`src/rtl/pipe_stage_skid.sv`:
```
// Elastic backend pipeline stage: a head register that drives the outputs and
// one skid register behind it. Upstream ready comes straight from a flop, so
// out_ready never reaches in_ready through logic in the same cycle.
// A redirect flush kills only entries younger than the redirecting rob id. With
// FLUSH_BY_AGE=0 it kills every entry instead.
//
//  state    | meaning
//  ---------+---------------------------------------------
//  ST_EMPTY | head and skid both invalid, occupancy 0
//  ST_ONE   | head valid, skid invalid, occupancy 1
//  ST_FULL  | head and skid both valid, occupancy 2
module pipe_stage_skid #(
  parameter int DATA_W       = 256,
  parameter int ROBID_W      = 7,
  parameter bit FLUSH_BY_AGE = 1'b1
) (
  input  logic               clock,
  input  logic               reset_n,
  input  logic               in_valid,
  output logic               in_ready,
  input  logic [DATA_W-1:0]  in_data,
  input  logic [ROBID_W-1:0] in_robid,
  output logic               out_valid,
  input  logic               out_ready,
  output logic [DATA_W-1:0]  out_data,
  output logic [ROBID_W-1:0] out_robid,
  input  logic               flush_valid,
  input  logic [ROBID_W-1:0] flush_robid,
  output logic [1:0]         occupancy
);

  typedef enum logic [1:0] {
    ST_EMPTY = 2'd0,
    ST_ONE   = 2'd1,
    ST_FULL  = 2'd2
  } state_t;

  state_t             state_q;
  state_t             state_nxt;
  logic               in_ready_q;

  logic [DATA_W-1:0]  head_data_q;
  logic [ROBID_W-1:0] head_robid_q;
  logic [DATA_W-1:0]  skid_data_q;
  logic [ROBID_W-1:0] skid_robid_q;

  logic               head_v;
  logic               skid_v;
  logic               push;
  logic               pop;
  logic               head_kill;
  logic               skid_kill;
  logic               head_stays;
  logic               skid_stays;
  logic               head_load_in;
  logic               head_load_skid;
  logic               skid_load_in;

  // The wrap bit flips each time the rob index wraps around. When the wrap bits
  // differ, the index order is reversed. An equal id is never younger, so the
  // redirecting instruction survives its own flush.
  function automatic logic younger(input logic [ROBID_W-1:0] a,
                                   input logic [ROBID_W-1:0] b);
    return (a[ROBID_W-1] != b[ROBID_W-1]) ^ (a[ROBID_W-2:0] > b[ROBID_W-2:0]);
  endfunction

  // Decide the kill, transfer and next occupancy. A flush blocks the push but
  // still lets a surviving head pop.
  always_comb begin
    state_nxt      = ST_EMPTY;
    head_load_in   = 1'b0;
    head_load_skid = 1'b0;
    skid_load_in   = 1'b0;

    head_v = (state_q != ST_EMPTY);
    skid_v = (state_q == ST_FULL);
    pop    = head_v & out_ready;
    // The input is on the wrong path during a flush, so it is never written.
    push   = in_valid & in_ready_q & ~flush_valid;

    if (FLUSH_BY_AGE) begin
      head_kill = flush_valid & younger(head_robid_q, flush_robid);
      skid_kill = flush_valid & younger(skid_robid_q, flush_robid);
    end else begin
      head_kill = flush_valid;
      skid_kill = flush_valid;
    end

    head_stays = head_v & ~pop & ~head_kill;
    skid_stays = skid_v & ~skid_kill;

    // When in_ready is high, the skid is empty. A push therefore never competes
    // with a skid entry for the free slot.
    if (head_stays) begin
      if (skid_stays) begin
        state_nxt = ST_FULL;
      end else if (push) begin
        skid_load_in = 1'b1;
        state_nxt    = ST_FULL;
      end else begin
        state_nxt = ST_ONE;
      end
    end else if (skid_stays) begin
      head_load_skid = 1'b1;
      state_nxt      = ST_ONE;
    end else if (push) begin
      head_load_in = 1'b1;
      state_nxt    = ST_ONE;
    end else begin
      state_nxt = ST_EMPTY;
    end
  end

  // Occupancy state and registered upstream ready.
  always_ff @(posedge clock or negedge reset_n) begin
    if (!reset_n) begin
      state_q    <= ST_EMPTY;
      in_ready_q <= 1'b1;
    end else begin
      state_q    <= state_nxt;
      in_ready_q <= (state_nxt != ST_FULL);
    end
  end

  // The head payload changes only on a load. This holds the outputs steady
  // while downstream stalls.
  always_ff @(posedge clock or negedge reset_n) begin
    if (!reset_n) begin
      head_data_q  <= '0;
      head_robid_q <= '0;
    end else if (head_load_skid) begin
      head_data_q  <= skid_data_q;
      head_robid_q <= skid_robid_q;
    end else if (head_load_in) begin
      head_data_q  <= in_data;
      head_robid_q <= in_robid;
    end
  end

  // The skid captures the input only when the head is occupied and stalled.
  always_ff @(posedge clock or negedge reset_n) begin
    if (!reset_n) begin
      skid_data_q  <= '0;
      skid_robid_q <= '0;
    end else if (skid_load_in) begin
      skid_data_q  <= in_data;
      skid_robid_q <= in_robid;
    end
  end

  // Outputs are direct views of the registers.
  always_comb begin
    in_ready  = in_ready_q;
    out_valid = (state_q != ST_EMPTY);
    out_data  = head_data_q;
    out_robid = head_robid_q;
    occupancy = state_q;
  end

endmodule

```
`config.mk`:
```
export PLATFORM = sky130hd
export DESIGN_NAME = pipe_stage_skid
export DESIGN_NICKNAME = d
export VERILOG_FILES = /design/src/rtl/pipe_stage_skid.sv
export SDC_FILE = /design/constraint.sdc
export NUM_CORES = 1
export LEC_CHECK = 0
export BUFFER_PORTS_ARGS = -buffer_cell sky130_fd_sc_hd__buf_4
export CAP_MARGIN = 5
export CORE_AREA = 4 4 211 213
export CTS_BUF_LIST = sky130_fd_sc_hd__clkbuf_8
export CTS_CLUSTER_SIZE = 25
export DETAILED_ROUTE_END_ITERATION = 8
export DIE_AREA = 0 0 215 217
export PLACE_DENSITY = 0.8
export SLEW_MARGIN = 25
export SYNTH_ARGS = -nofsm -noshare
export SYNTH_HDL_FRONTEND = slang
export SYNTH_SLANG_ARGS = --single-unit
```
`constraint.sdc`:
```
create_clock -name clock -period 3.09 [get_ports clock]
set_clock_uncertainty 0.05 [all_clocks]
set_input_delay 0.618 -clock clock [delete_from_list [all_inputs] [get_ports clock]]
set_output_delay 0.618 -clock clock [all_outputs]
set_load 0.03 [all_outputs]
```
==> metrics.csv <==
stage;metric;value;unit
power_and_ir_drop;Comb pwr share;0.380;
clock_network;clk_lat worst skew;0.65;ns
power_and_ir_drop;Pwr Total;29420;uW
status;status;complete, no violations;
sta;hold_ws;0.1440;ns
cells_and_area;nets;2382;
power_and_ir_drop;Sw Share;0.3625;
synthesis;synthesized area per cell;14.34;um^2
clock_network;root buffer cell;clkbuf_8;
worst_setup_path;Startpoint Class;register;
drt;post-DR wirelength/cell;23.62;um
sta;RSZ-0062 raised after global routing;no;
sta;Slew @ Worst Pin;0.7332;ns
global_routing;GR Util met1;0.3378;
drt;Routed WL;64000;um
global_routing;vias in the first global route;17220;
die;Die Ht;217;um
clock_network;CTS Hold Bufs;1;
power_and_ir_drop;cell-internal power;18760;uW
drt;vias;16440;
worst_setup_path;Setup crit start;out_robid[4]$_DFFE_PN0P_;
sta;endpoints failing setup;0;
synthesis;Synth Net Count;1814;
global_routing;largest net degree at the start of global routing;88;
die;top-level I/O count;542;
global_routing;total track usage;0.2680;
sta;Tmin final;2.726;ns
cells_and_area;Area Growth Syn to Fin;31.45;%
drt;DRC Markers;0;
sta;setup TNS;0;ns
die;core area;0.04270;mm^2
die;die area;0.04666;mm^2
power_and_ir_drop;sequential power share;0.410;
worst_setup_path;CP Capture Type;register;
worst_setup_path;RR Startpoint;out_robid[4]$_DFFE_PN0P_;
power_and_ir_drop;VDD IR max;0.0007899;V
synthesis;sequential area share after synthesis;0.6047;
power_and_ir_drop;static leakage;0.01285;uW
clock_network;Sink Count;529;
min_path;Min-Delay Path Class;input port to register;
cells_and_area;final core utilization;0.6741;
sta;Final Hold Fails;0;
synthesis;Synth warnings;0;
die;die width;215;um
global_routing;first-pass GRT wire length;99720;um
clock_network;CTS clk-pin slew, worst paths;0.06;ns
die;Rows;76;
global_routing;initial antenna violation count;3;
drt;initial drt markers;1228;
clock_network;CTS max path bufs;3;
flow_run;Max Cap Viol;0;
clock_network;TritonCTS Buffers;88;
worst_setup_path;Setup CP Type;register to register;
clock_network;Post-CTS Setup Bufs;0;
place;PortBufs;541;
sta;Final Cycle Share;0.8821;
sta;Max Fclk;0.3669;GHz
min_path;Hold Startpoint;in_robid[0];
global_routing;met2 GRT Util;0.4357;
power_and_ir_drop;P_sw;10670;uW
clock_network;CTS H-tree lvls;3;
global_routing;grt met3 use;0.07973;
power_and_ir_drop;power per cell area;1022;mW/mm^2
clock_network;post-cts resize count;0;
drt;DR vias/cell;6.067;
synthesis;Mapped Cells;1527;
global_routing;GR peak layer;met2;
synthesis;Yosys reg bits;529;
worst_setup_path;critical path peak fanout;25;
global_routing;gr ovfl total;0;
sta;Final Max Slew Viols;0;
worst_setup_path;worst path arrival time;3.24;ns
place;gpl congestion;0.8798;
drt;post-route ant nets;0;
cells_and_area;fraction of layout cells with a size suffix above 1;0.5007;
place;Post-DP HPWL;43990;um
synthesis;Unique masters post-synth;39;
die;Starting Density;0.5128;
drt;drt pass-1 iters;5;
sta;slew margin rel.;0.5112;
clock_network;CTS tree;done;
power_and_ir_drop;share of power burned in the clock network;0.210;
synthesis;Synth Cell Area;0.02189;mm^2
worst_setup_path;Crit path required time;3.61;ns
[cell usage in the layout, fill, tap and decap left out, drive strengths merged, types with 2 or more instances in the layout]
master | synthesis | routed
a2bb2oi | 262 | 262
o211ai | 2 | 2
buf | 114 | 622
nand4 | 2 | 2
ha | 12 | 12
nor2b | 4 | 4
bufinv | 0 | 3
dfrtp | 528 | 528
and2 | 2 | 2
inv | 7 | 44
o21ai | 3 | 3
mux2 | 263 | 263
a2111oi | 2 | 2
diode | 0 | 2
or2 | 2 | 2
a21oi | 6 | 6
o22ai | 263 | 263
clkbuf | 31 | 110
clkinv | 0 | 4
nand2 | 7 | 7
nand3 | 2 | 2
clkinvlp | 0 | 2
xnor2 | 3 | 3
[power groups by stage]
stage	clock (uW)	sequential [uW]	combinational [uW]
after floorplan	0	14300	4360
after global placement	0	11900	10900
after detailed placement	0	12000	11200
after CTS	6300	12000	11200
after global routing	6640	12400	11800
final	6180	12100	11200
[registers in the layout (all words and copies together), names as in the netlist]
register,count
in_ready,1
occupancy,2
out_data,256
out_robid,7
skid_data_q,256
skid_robid_q,7
[per-layer routing]
layer,wire length (um),vias to the layer above
li1,-,7094
met1,25040,8475
met2,31200,727
met3,5157,137
met4,2586,2
met5,13,-
[worst paths after layout]
check | end | slack (ns) | cells after the start
max in group asynchronous | out_data[181]$_DFFE_PN0P_ | 1.57 | 4
min | skid_robid_q[0]$_DFFE_PN0P_ | 0.14 | 3
min reg2reg | skid_data_q[93]$_DFFE_PN0P_ | 0.46 | 1
max | out_data[69]$_DFFE_PN0P_ | 0.36 | 9
max reg2reg | out_data[69]$_DFFE_PN0P_ | 0.36 | 9
min in group asynchronous | skid_data_q[247]$_DFFE_PN0P_ | 0.53 | 2
[synth_stat cells, drive strengths merged]
master | count | area (um^2)
nand3 | 2 | 10.01
nand2 | 7 | 26.28
xor2 | 1 | 8.760
xnor2 | 3 | 26.28
o211ai | 2 | 15.01
nand3b | 1 | 7.510
or2 | 2 | 12.51
nand4b | 1 | 15.01
nand4 | 2 | 12.51
o2bb2a | 1 | 10.01
o2bb2ai | 1 | 8.760
dfstp | 1 | 26.28
o211a | 1 | 10.01
dfrtp | 528 | 13210
ha | 12 | 150.1
a22oi | 1 | 12.51
nor3 | 1 | 5.000
o21ai | 3 | 15.01
o22ai | 263 | 1645
nor3b | 1 | 7.510
clkbuf | 31 | 116.4
o21bai | 1 | 7.510
nand2b | 1 | 6.260
a2bb2oi | 262 | 2733
mux2 | 263 | 2965
nor2b | 4 | 25.02
inv | 7 | 26.28
buf | 114 | 711.9
a2111oi | 2 | 23.77
and2 | 2 | 12.51
a21oi | 6 | 30.03
[through the flow]
| stage | cells | setup slack [ns] | area [um^2] |
|---|---|---|---|
| 6_report | 2709 | 0.3645 | 28780 |
| 5_1_grt | 2709 | 0.1948 | 28780 |
| 4_1_cts | 2707 | 0.3738 | 28780 |
| 3_5_place_dp | 2550 | 0.05998 | 26990 |
| 3_3_place_gp | 2550 | 0.01859 | 26990 |
| 2_1_floorplan | 1527 | 0.5188 | 21890 |
[cells by family after synthesis]
logic type	after synthesis	share of synthesized area
buffers and inverters	152	0.03903
and+or+nand+nor	24	0.006400
AOI/OAI and AO/OA	543	0.2060
xor gates and xnor gates	4	0.001600
adders and majority gates	12	0.006857
muxes	263	0.1354
DFF	529	0.6047
[area by class of cell]
cell class	count	area (um^2)
sequential	529	13240
inverter	7	26.28
tap	546	683.2
timing repair buffer	623	5225
fill	2959	13910
clock buffer	110	1514
antenna	2	5.005
clock inverter	46	264.0
multi-input combinational	846	7825
[worst max-delay path, cell delays in order (launching register included)]
cell       delay [ns]
dfrtp_1          0.42
ha_1             0.36
o211ai_1         0.10
o2bb2ai_1        0.13
a21oi_1          0.25
mux2_4           0.37
a22oi_2          0.29
buf_12           0.25
buf_12           0.20
a2bb2oi_1        0.19
No activity file was read; power rests on OpenSTA's default activity.
